File: src/rtl/lsu_sequencer.sv
// rtl/lsu_sequencer.sv - multi-cycle load/store sequencer between execute and the data memory bus.
// Optional misaligned-access trap is enabled by defining LSU_MISALIGN_TRAP_EN.
module lsu_sequencer #(
  parameter int TIMEOUT = 15,
  parameter int CNT_W   = 8
) (
  input  logic        clk,
  input  logic        reset,
  input  logic        req_valid,
  output logic        req_ready,
  input  logic        req_store,
  input  logic [1:0]  req_size,
  input  logic        req_unsigned,
  input  logic [31:0] req_addr,
  input  logic [31:0] req_wdata,
  output logic        mem_req,
  input  logic        mem_gnt,
  output logic        mem_we,
  output logic [31:0] mem_addr,
  output logic [3:0]  mem_be,
  output logic [31:0] mem_wdata,
  input  logic        mem_rvalid,
  input  logic [31:0] mem_rdata,
  output logic        wb_valid,
  output logic [31:0] wb_data,
  output logic        done,
  output logic        err,
  output logic        busy
);

  typedef enum logic [1:0] {IDLE, ISSUE, WAIT_R, RESP} state_t;

  state_t           state_q;
  logic [CNT_W-1:0] cnt_q;
  logic [1:0]       size_q;
  logic [1:0]       off_q;
  logic             unsigned_q;
  logic             mem_we_q;
  logic [31:0]      mem_addr_q;
  logic [3:0]       mem_be_q;
  logic [31:0]      mem_wdata_q;
  logic             wb_valid_q;
  logic [31:0]      wb_data_q;
  logic             done_q;
  logic             err_q;

  logic [3:0]       be_d;
  logic [31:0]      wdata_d;
  logic             misalign_d;
  logic [7:0]       byte_v;
  logic [15:0]      half_v;
  logic [31:0]      ld_data_d;

  // Lane selection and store-data replication from the incoming request.
  always_comb begin
    be_d    = 4'b1111;
    wdata_d = req_wdata;
    case (req_size)
      2'd0: begin
        be_d    = 4'b0001 << req_addr[1:0];
        wdata_d = {4{req_wdata[7:0]}};
      end
      2'd1: begin
        be_d    = 4'b0011 << {req_addr[1], 1'b0};
        wdata_d = {2{req_wdata[15:0]}};
      end
      default: begin
        be_d    = 4'b1111;
        wdata_d = req_wdata;
      end
    endcase
  end

`ifdef LSU_MISALIGN_TRAP_EN
  assign misalign_d = ((req_size == 2'd1) && req_addr[0]) ||
                      (req_size[1] && (req_addr[1:0] != 2'b00));
`else
  assign misalign_d = 1'b0;
`endif

  // Load extraction uses the offset captured at accept time.
  always_comb begin
    byte_v    = mem_rdata[{off_q, 3'b000} +: 8];
    half_v    = mem_rdata[{off_q[1], 4'b0000} +: 16];
    ld_data_d = mem_rdata;
    case (size_q)
      2'd0:    ld_data_d = {{24{~unsigned_q & byte_v[7]}}, byte_v};
      2'd1:    ld_data_d = {{16{~unsigned_q & half_v[15]}}, half_v};
      default: ld_data_d = mem_rdata;
    endcase
  end

  always_ff @(posedge clk) begin
    if (reset) begin
      state_q     <= IDLE;
      cnt_q       <= '0;
      size_q      <= 2'd0;
      off_q       <= 2'd0;
      unsigned_q  <= 1'b0;
      mem_we_q    <= 1'b0;
      mem_addr_q  <= 32'd0;
      mem_be_q    <= 4'd0;
      mem_wdata_q <= 32'd0;
      wb_valid_q  <= 1'b0;
      wb_data_q   <= 32'd0;
      done_q      <= 1'b0;
      err_q       <= 1'b0;
    end else begin
      done_q     <= 1'b0;
      err_q      <= 1'b0;
      wb_valid_q <= 1'b0;
      case (state_q)
        IDLE: begin
          if (req_valid) begin
            mem_we_q    <= req_store;
            mem_addr_q  <= {req_addr[31:2], 2'b00};
            mem_be_q    <= be_d;
            mem_wdata_q <= wdata_d;
            size_q      <= req_size;
            off_q       <= req_addr[1:0];
            unsigned_q  <= req_unsigned;
            if (misalign_d) begin
              err_q   <= 1'b1;
              state_q <= RESP;
            end else begin
              state_q <= ISSUE;
            end
          end
        end
        ISSUE: begin
          if (mem_gnt) begin
            if (mem_we_q) begin
              done_q  <= 1'b1;
              state_q <= RESP;
            end else begin
              cnt_q   <= '0;
              state_q <= WAIT_R;
            end
          end
        end
        WAIT_R: begin
          if (mem_rvalid) begin
            wb_data_q  <= ld_data_d;
            wb_valid_q <= 1'b1;
            state_q    <= RESP;
          end else if (cnt_q == CNT_W'(TIMEOUT - 1)) begin
            err_q   <= 1'b1;
            state_q <= RESP;
          end else begin
            cnt_q <= cnt_q + 1'b1;
          end
        end
        // Pulse cycle: holds off req_ready so a new request follows one cycle later.
        RESP: begin
          state_q <= IDLE;
        end
        default: begin
          state_q <= IDLE;
        end
      endcase
    end
  end

  assign req_ready = (state_q == IDLE);
  assign busy      = (state_q != IDLE);
  assign mem_req   = (state_q == ISSUE);
  assign mem_we    = mem_we_q;
  assign mem_addr  = mem_addr_q;
  assign mem_be    = mem_be_q;
  assign mem_wdata = mem_wdata_q;
  assign wb_valid  = wb_valid_q;
  assign wb_data   = wb_data_q;
  assign done      = done_q;
  assign err       = err_q;

endmodule

File: config.mk
export PLATFORM = sky130hd
export DESIGN_NAME = lsu_sequencer
export DESIGN_NICKNAME = d
export VERILOG_FILES = /design/src/rtl/lsu_sequencer.sv
export SDC_FILE = /design/constraint.sdc
export NUM_CORES = 1
export LEC_CHECK = 0
export ABC_AREA = 1
export BUFFER_PORTS_ARGS = -buffer_cell sky130_fd_sc_hd__buf_2
export CAP_MARGIN = 10
export CORE_ASPECT_RATIO = 1.75
export CORE_MARGIN = 2
export CORE_UTILIZATION = 52
export DETAILED_ROUTE_END_ITERATION = 16
export PLACE_DENSITY = 0.95
export SYNTH_ARGS = -nofsm -noshare
export SYNTH_HDL_FRONTEND = slang
export SYNTH_SLANG_ARGS = --single-unit
File: constraint.sdc
create_clock -name clk -period 2.5 [get_ports clk]
set_input_delay 0.25 -clock clk [delete_from_list [all_inputs] [get_ports clk]]
set_output_delay 0.25 -clock clk [all_outputs]
set_load 0.005 [all_outputs]
* After elaboration in Yosys (flattened, before gate mapping) *
Index checks and enable logic that the tools add are counted.

storage, ports and cells
  output and inout bits = 107
  register bits = 117
  input bits = 105
  logic and storage cells = 65

operators by class
  reductions and logical operators = 12
  add/subtract/negate cells = 1
  shift-type cells = 4
  muxes and demuxes = 17
  bitwise operators = 6
  equal/unequal tests = 12

operator list
  cell                                                                number
  32-bit case mux with 2 select lines                                 2
  8-bit 2-to-1 mux                                                    4
  32-bit by 6-bit indexed part select with 16-bit output              1
  32-bit by 6-bit indexed part select with 8-bit output               1
  8-bit case mux with 2 select lines                                  1
  8-bit by 1-bit adder with 8-bit output (second input constant)      1
  8-bit by 4-bit == test with 1-bit output (second input constant)    1
  2-bit 2-to-1 mux                                                    4
  2-bit != test (second input constant)                               4
  2-bit case mux with 4 select lines                                  1
  4-bit case mux with 2 select lines                                  1
  2-bit by 1-bit == test with 1-bit output (second input constant)    3
  2-bit zero test                                                     3
  3-bit OR reduction                                                  2
  5-bit AND reduction                                                 1
  2-bit == test (second input constant)                               2
  1-bit 2-to-1 mux                                                    4
  1-bit inverter                                                      4
  2-bit AND reduction                                                 2
  2-bit nonzero test                                                  2
  1-bit by 2-bit << shifter with 4-bit output (first input constant)  1
  2-bit by 2-bit << shifter with 4-bit output (first input constant)  1
  3-bit != test (second input constant)                               1
  3-bit AND reduction                                                 1
  3 further kinds                                                     4

* Logic depth before layout (Yosys ltp) *
Gate-level depths: netlist (run 1).

  depth after elaboration = 4
  depth in mapped cells = 10
  depth with buffers taken out = 9

* Worst setup path before layout (run 1) *
Ideal clock, no wire load.

  path kind = register -> register
  from = register state_q[0]
  to = register mem_wdata_q[14] (netlist: mem_wdata[14])
  library setup time = 117 ps
  cell stages (with the launch flop) = 10
  period minus slack after synthesis = 1531 ps
  buffers on the path = 2
  arrival = 1414 ps
  slack = 969 ps
  path through = dfxtp_1 -> inv_1 -> ha_1 -> nand2_1 -> inv_1 -> buf_2 -> buf_2 -> nand2_1 -> o221ai_1 -> inv_1

on the way
  cells in the longest elaborated chain, start to end = 2

RTL lines
  item                           RTL line  source
  start, declared                33        state_t state_q;
  start signal, assigned         95        state_q <= IDLE;
  start signal, assigned         124       state_q <= RESP;
  start signal, assigned         126       state_q <= ISSUE;
  2-bit zero test                n/a
  named net req_ready            10        output logic req_ready,
  2-bit AND reduction (no line)  n/a
  end signal, assigned           118       mem_wdata_q <= wdata_d;
  end, declared                  41        logic [31:0] mem_wdata_q;

The timed path passes the listed nets, and every way through them passes these cells.
A chain may end at the register's enable or synchronous reset.

* Final worst setup path (run 1) *
  from = register state_q[0]
  to = register mem_addr_q[12] (netlist: mem_addr[12])

on the way
  cells in the longest elaborated chain, start to end = 2

RTL lines
  item                           RTL line  source
  2-bit zero test                112       case (state_q)
  2-bit AND reduction (no line)  n/a
  end signal, assigned           116       mem_addr_q <= {req_addr[31:2], 2'b00};
  end, declared                  39        logic [31:0] mem_addr_q;

Every way passes these cells.

==> run metrics, run 1 <==
status=finished clean; WP buf/inv=3; antenna violations before repair=1; crit-path most repeated cell=nor2_1; Unique masters post-synth=39; kind of critical path=flip-flop to flip-flop; unrepaired setup endpoints after global routing=false; Seq/Total Area, Yosys=44.41%; gpl congestion=0.9190; DRT Pass-1 Iters=5; # port buffers=~210; final setup fails=0; Tot Pwr=7408 µW; die extent in x=80.13 µm; clock sink count=117; LEAKAGE=0.003548 µW; final number of hold-violating endpoints=0; DRC=0; final wirelength=16.35 mm; Max Clock Freq=528.7 MHz; slowest stage cell on the critical path=inv_2; Starting DRT DRC Count=386; Top Family by Delay on Critical Path=buffers and inverters; worst-path cell chain=inv_1 > ha_1 > nand2_2 > inv_2 > buf_4 > nor2_1 > nor2_1; die area=about 11000 µm²; Worst Path Required=2840 ps; Pwr Density=between 1000 and 1500 nW/µm²; io pins=212; Cells after DPL=1041; Starting Density=53.54%; skew final=9.193 ps; vias per cell=5.389; post-CTS setup buffer count=0; Ys Warns=0; cts hold-fix bufs=0; simple-gate portion of the synthesized area=between 20% and 30%; Final min period=1891 ps; post-synthesis compound-gate area fraction=approximately a fifth; final instance count without filler cells=approximately 1100; Clk Latency, worst-skew pair=about 420 ps; Via Count=5788; first-pass GRT wire length=24.94 mm; Critical Path AT=2230 ps; Max Slew Vio Count=0; vias in the first global route=between 5000 and 6000; CTS buffer count=17; largest family of logic cells by synthesized area=simple AND/OR/NAND/NOR gates; CTS clk-pin slew, worst paths=50 ps; DPL Wire Length=11.68 mm; Root Driver=clkbuf_16; CP peak stage delay=420 ps; Avg Cell Area, Syn=between 7 and 8 µm²; share of post-route cells with drive strength above 1=29.78%; drt wl/cell=15.22 µm; Worst slew margin=56.39%; Worst Hold Class=input pin to flip-flop; Least-Margin Pin Slew=approximately 650 ps; crit-path max FO=36; Synth Area in XOR/XNOR=0%; Fin Hold WS=55.16 ps; Final nets=between 1000 and 1500; multiplexer share of the synthesized area=0%; Layout area overhead=33.19%; startpoint types=flip-flop; adder-cell share of the synthesized area=1.423%; Synth Instances=739; largest net degree at the start of global routing=between 40 and 50; gr usage total=29.21%; Netlist Area Pre-Place=5274 µm²; GR Overflow Total=0; H-Tree Depth=4; Worst Setup End Kind=flip-flop; Row Count=48; CTS tree=built; #FFs+latches synth=117; ANT nets after route=0; setup TNS=0 ps; worst reg2reg setup slack=just over 600 ps; final period utilization=75.66%; Clock Path Buffers=2; post-cts resize count=0; Max IR drop VDD=0.7210 mV; Die Y-Extent=137.2 µm; Core Region=between 9000 and 10000 µm²; max-cap violations=0
cell usage after synthesis:
master,instances,area [µm²]
dfxtp_1,117,2342
o221ai_1,8,70.07
inv_1,49,183.9
buf_2,16,80.08
a22oi_1,9,67.56
nor2_2,2,12.51
a211oi_1,2,15.01
o21bai_1,1,7.510
buf_6,2,22.52
buf_4,3,22.52
a21oi_4,1,16.27
a41oi_1,1,8.760
nand3_1,24,120.1
nor2_4,1,11.26
a21oi_2,10,87.58
nand2_2,5,31.28
a31oi_1,2,12.51
buf_1,1,3.750
nor2_1,101,379.1
or2_2,1,6.260
o21ai_0,80,400.4
o22ai_1,1,6.260
o21ai_1,1,5.000
nor3b_1,2,15.01
conb_1,1,3.750
nand3b_1,1,7.510
inv_4,2,12.51
inv_2,1,3.750
nor2_8,1,20.02
nand2_1,177,664.4
nor3_1,1,5.000
clkbuf_1,23,86.33
nand2_4,2,22.52
ha_1,6,75.07
clkinv_1,2,7.510
o21bai_2,1,11.26
a21oi_1,72,360.4
o211ai_1,8,60.06
nor4_1,1,6.260
sequential cells by signal (all words and copies together) (netlist names):
name / flops
mem_addr: 30
wb_valid: 1
unsigned_q: 1
mem_be: 4
done: 1
size_q: 2
wb_data: 32
mem_we: 1
err: 1
off_q: 2
mem_wdata: 32
cnt_q: 8
state_q: 2
cells in the final DEF (no fill, tap or decap), drive strengths merged:
master	instances
a211oi	2
a21oi	83
a22oi	9
a31oi	2
a41oi	1
buf	221
bufinv	4
clkbuf	24
clkinv	3
clkinvlp	2
conb	2
dfxtp	117
diode	2
ha	6
inv	52
nand2	184
nand3	24
nand3b	1
nor2	105
nor3	1
nor3b	2
nor4	1
o211ai	8
o21ai	81
o21bai	2
o221ai	8
o22ai	1
or2	1
through the flow:
stage          setup WS (ps)  util [%]  cell area (µm²)
2_1_floorplan          969.3         -             5278
3_3_place_gp           717.2     64.55             6357
3_5_place_dp           625.0     64.55             6357
4_1_cts                613.5     71.27             7019
5_1_grt                379.6     71.29             7022
6_report               608.6     71.32             7024
cells by family after synthesis:
family | Yosys count
and+or+nand+nor | 319
buffers and inverters | 99
DFF | 117
AOI/OAI and AO/OA | 197
other | 1
adders and majority gates | 6
worst reg2reg max path: stages (launching register included):
cell and delay, ps:
dfxtp_1 320, inv_1 130, ha_1 220, nand2_2 100, inv_2 420, buf_4 410, nor2_1 100, nor2_1 120
where the power goes:
part / total [µW] / leakage, µW / internal [µW] / switching, µW
Clock: 2680 / 0.000321 / 1850 / 829
Sequential: 2490 / 0.000960 / 2260 / 228
Combinational: 2240 / 0.00227 / 830 / 1410
Total: 7410 / 0.00355 / 4940 / 2470
per-layer routing:
layer / GRT usage (%) / vias up / share of wire [%]
li1: - / 2812 / -
met1: 31.97 / 2643 / 37
met2: 51.06 / 277 / 53
met3: 7.077 / 56 / 6.1
met4: 15.82 / 0 / 4.2
met5: 0 / - / 0
path summary, 6_finish.rpt:
kind	start	endpoint	depth (start not counted)
setup / recovery	state_q[0]	mem_addr[12]	7
hold / removal	mem_rvalid	err	2
setup reg to reg	state_q[0]	mem_addr[12]	7
hold reg to reg	mem_wdata[4]	mem_wdata[4]	2
area by class of cell:
class                   count  area [µm²]
clock inverters             7       140.1
inverters                  54       207.7
multi-input cells         524        2515
fillers                   810        2825
well taps                 125       156.4
clock buffers              24       521.8
repair buffers            221        1136
flip-flops and latches    117        2342
diodes                      2       5.005
Power figures use the tool's default switching activity.
==> inputs of run 2 (changes only) <==
--- a/config.mk
+++ b/config.mk
@@ -5,14 +5,14 @@
 export SDC_FILE = /design/constraint.sdc
 export NUM_CORES = 1
 export LEC_CHECK = 0
-export ABC_AREA = 1
+export ABC_AREA = 0
 export BUFFER_PORTS_ARGS = -buffer_cell sky130_fd_sc_hd__buf_2
 export CAP_MARGIN = 10
 export CORE_ASPECT_RATIO = 1.75
 export CORE_MARGIN = 2
-export CORE_UTILIZATION = 52
+export CORE_UTILIZATION = 44
 export DETAILED_ROUTE_END_ITERATION = 16
-export PLACE_DENSITY = 0.95
+export PLACE_DENSITY = 0.87
 export SYNTH_ARGS = -nofsm -noshare
 export SYNTH_HDL_FRONTEND = slang
 export SYNTH_SLANG_ARGS = --single-unit
==> constraint.sdc (replaced) <==
create_clock -name clk -period 1.6 [get_ports clk]
set_input_delay 0.16 -clock clk [delete_from_list [all_inputs] [get_ports clk]]
set_output_delay 0.16 -clock clk [all_outputs]
set_load 0.005 [all_outputs]
==> run 2 against run 1 <==
  * Die area is 17% higher
  * Sequential power is 49% higher
  * Combinational power is 61% higher
  * Sequential cell count stayed put
  * Non-clock buffer count is 58 higher
==> run metrics, run 2 <==
crit-path max FO=4 (-89%); io pins=212 (unchanged); Fin Hold WS=3.890 ps (-51.27 ps); multiplexer share of the synthesized area=6.706% (+6.7 points); Reg2Reg Depth=4 (-3); largest family of logic cells by synthesized area=simple AND/OR/NAND/NOR gates; CTS tree=built; Yosys top cell by area=dfxtp_1; most common cell after layout, fill and taps aside=buf_2; # port buffers=209 (unchanged); Starting Density=45.27% (-8.3 points); cell with the most instances after synthesis=nand2_1; top cells by count, synth=nand2_1 (152), dfxtp_1 (117), a21oi_1 (65), nor2_1 (54), a211oi_1 (37); async set or reset register ratio after synthesis=0% (unchanged); Post-synth EDFFs=0 (unchanged); commonest cells after routing, fill and taps aside=buf_2 (208), nand2_1 (150), dfxtp_1 (110); LEAKAGE=0.003348 µW (-5.6%); Logic pwr share=33.6% (+3.3 points); Via Count=5680 (-1.9%); Unique masters post-synth=52 (+33%); vias per cell=5.462 (+1.3%); drt wl/cell=16.62 µm (+9.2%); max-cap violations=0 (unchanged); die area=12840 µm² (+17%); Clk Latency, worst-skew pair=410 ps (about the same); CTS clk-pin slew, worst paths=50 ps (about the same); # diodes=0 (-2); Seq/Total Area, Yosys=44.68% (+0.26 points); Row Count=52 (+8.3%); DRT Pass-1 Iters=6 (+1); final period utilization=99.07% (+23 points); clock power share=31.8% (-4.3 points); Flop pwr share=34.6% (+1.0 points); Layout area overhead=44.49%; internal power=7120 µW (+44%); Final nets=1004 (-4.0%); Core Util, Final=65.41% (-5.9 points); Max Clock Freq=630.9 MHz (+19%); ys flop type=dfxtp_1; unrepaired setup endpoints after global routing=true; Avg Cell Area, Syn=8.153 µm² (+14%); Netlist Area Pre-Place=5243 µm² (-0.59%); top cells by area, synth=dfxtp_1 (45%), nand2_1 (11%), a21oi_1 (6.2%); CTS buffer count=17 (unchanged); Core Region=11580 µm² (+18%); share of post-route cells with drive strength above 1=35.91% (+6.1 points); sw frac=33.53% (+0.18 points); gr usage total=26.01% (-3.2 points); clock sink count=117 (unchanged); Synth Instances=643 (-13%); kind of critical path=flip-flop to flip-flop; final number of hold-violating endpoints=0 (unchanged); adder-cell share of the synthesized area=1.432% (+0.0085 points); simple-gate portion of the synthesized area=21.00% (-3.7 points); H-Tree Depth=4 (unchanged); status=finished clean; final wirelength=17.29 mm (+5.7%); Die Y-Extent=148.4 µm (+8.1%); Root Driver=clkbuf_16; Clock Path Buffers=2 (unchanged); startpoint types=flip-flop; worst hold stages=3 (+1); Critical Path AT=1840 ps (-390 ps); skew final=6.804 ps (-2.389 ps); final setup fails=0 (unchanged); Final min period=1585 ps (-306.3 ps); die extent in x=86.52 µm (+8.0%); Worst Setup End Kind=flip-flop; Synth top area share=44.68% (+0.26 points); ANT nets after route=0 (unchanged); #FFs+latches synth=117 (unchanged); Synth Area in XOR/XNOR=0% (unchanged); Max IR drop VDD=0.8977 mV (+24%); Layout fillers=968 (+20%); largest net degree at the start of global routing=81 (+69%); DPL Wire Length=11.94 mm (+2.2%); Pwr Density=1414 nW/µm² (+34%); first-pass GRT wire length=26.32 mm (+5.5%); gpl congestion=1.021 (+11%); Worst Hold Class=input pin to flip-flop; Worst Path Required=1860 ps (-980 ps); post-synthesis compound-gate area fraction=20.93% (-0.47 points); GR Overflow Total=0 (unchanged); vias in the first global route=5507 (+2.8%); Net Switching=3592 µW (+45%); setup TNS=0 ps (unchanged); Ys Warns=0 (unchanged); DRC=0 (unchanged); Starting DRT DRC Count=367 (-4.9%); antenna violations before repair=0 (-1); Max Slew Vio Count=0 (unchanged)
run 2: changes by cell type after synthesis, moves of 18 or more:
cell      change
nor2_1       -47
inv_1        -35
mux2i_1      +18
o21ai_0      -51
a211oi_1     +35
nand2_1      -25
nand3_1      -21
run 2: per-stage QoR:
| step | power (µW) | worst slack (ps) | cells | cell area, µm² |
|---|---|---|---|---|
| 6_report | 10710 | 14.88 | 1040 | 7575 |
| 5_1_grt | 11300 | -45.23 | 1040 | 7575 |
| 4_1_cts | 10520 | -41.32 | 1038 | 7467 |
| 3_5_place_dp | 7018 | -100.6 | 978 | 6625 |
| 3_3_place_gp | 6931 | -18.22 | 978 | 6625 |
| 2_1_floorplan | 5523 | -8.610 | 644 | 5253 |
run 2: kinds of logic after synthesis:
| family | after synthesis |
|---|---|
| flip-flops | 117 |
| AND/OR/NAND/NOR | 254 |
| multiplexers | 33 |
| AO/OA/AOI/OAI | 169 |
| buffers and inverters | 63 |
| adder cells (fa/ha/maj) | 6 |
| other | 1 |
run 2: metal layers:
metal  part of all wire, %  track usage (%)
met5                     0                0
met4                   5.7            15.86
met3                   6.4            5.327
met2                    54            46.46
met1                    34            27.21
run 2: final timing paths:
kind                                    from           end  slack (ps)
worst max-delay path                cnt_q[6]    state_q[0]          10
worst max register to register      cnt_q[6]    state_q[0]          10
worst min-delay path               req_store        mem_we           4
worst min register to register  mem_addr[17]  mem_addr[17]         450
run 2: critical path: stages (launching register included):
cell and delay (ps):
dfxtp_2 340, nor4_4 380, nand3_4 110, a222oi_1 420
a311oi_1 180
run 2: repair_timing:
| item | CTS | global route |
|---|---|---|
| hold endpoints to repair | 29 | 0 |
| endpoints found under the setup margin | 47 | 93 |
| cloned | 0 | 1 |
| setup buffers | 0 | 1 |
| resized for setup | 5 | 21 |
| pin swaps | 0 | 3 |
| hold buffers | 29 | 0 |
run 2: power groups by stage:
stage | Combinational [µW] | Sequential, µW | Clock, µW
after floorplan | 1770 | 3750 | 0
after global placement | 3220 | 3710 | 0
after detailed placement | 3290 | 3720 | 0
after CTS | 3380 | 3670 | 3470
after global routing | 3940 | 3770 | 3590
final | 3600 | 3710 | 3410
run 2: area by class of cell:
cell class | count | area, µm² | share of cell area, %
multi-input cells | 464 | 2718 | 35.88
flip-flops and latches | 117 | 2354 | 31.07
repair buffers | 279 | 1743 | 23.01
clock inverters | 12 | 83.83 | 1.107
clock buffers | 19 | 452.9 | 5.980
well taps | 135 | 168.9 | 2.230
inverters | 14 | 55.05 | 0.7268
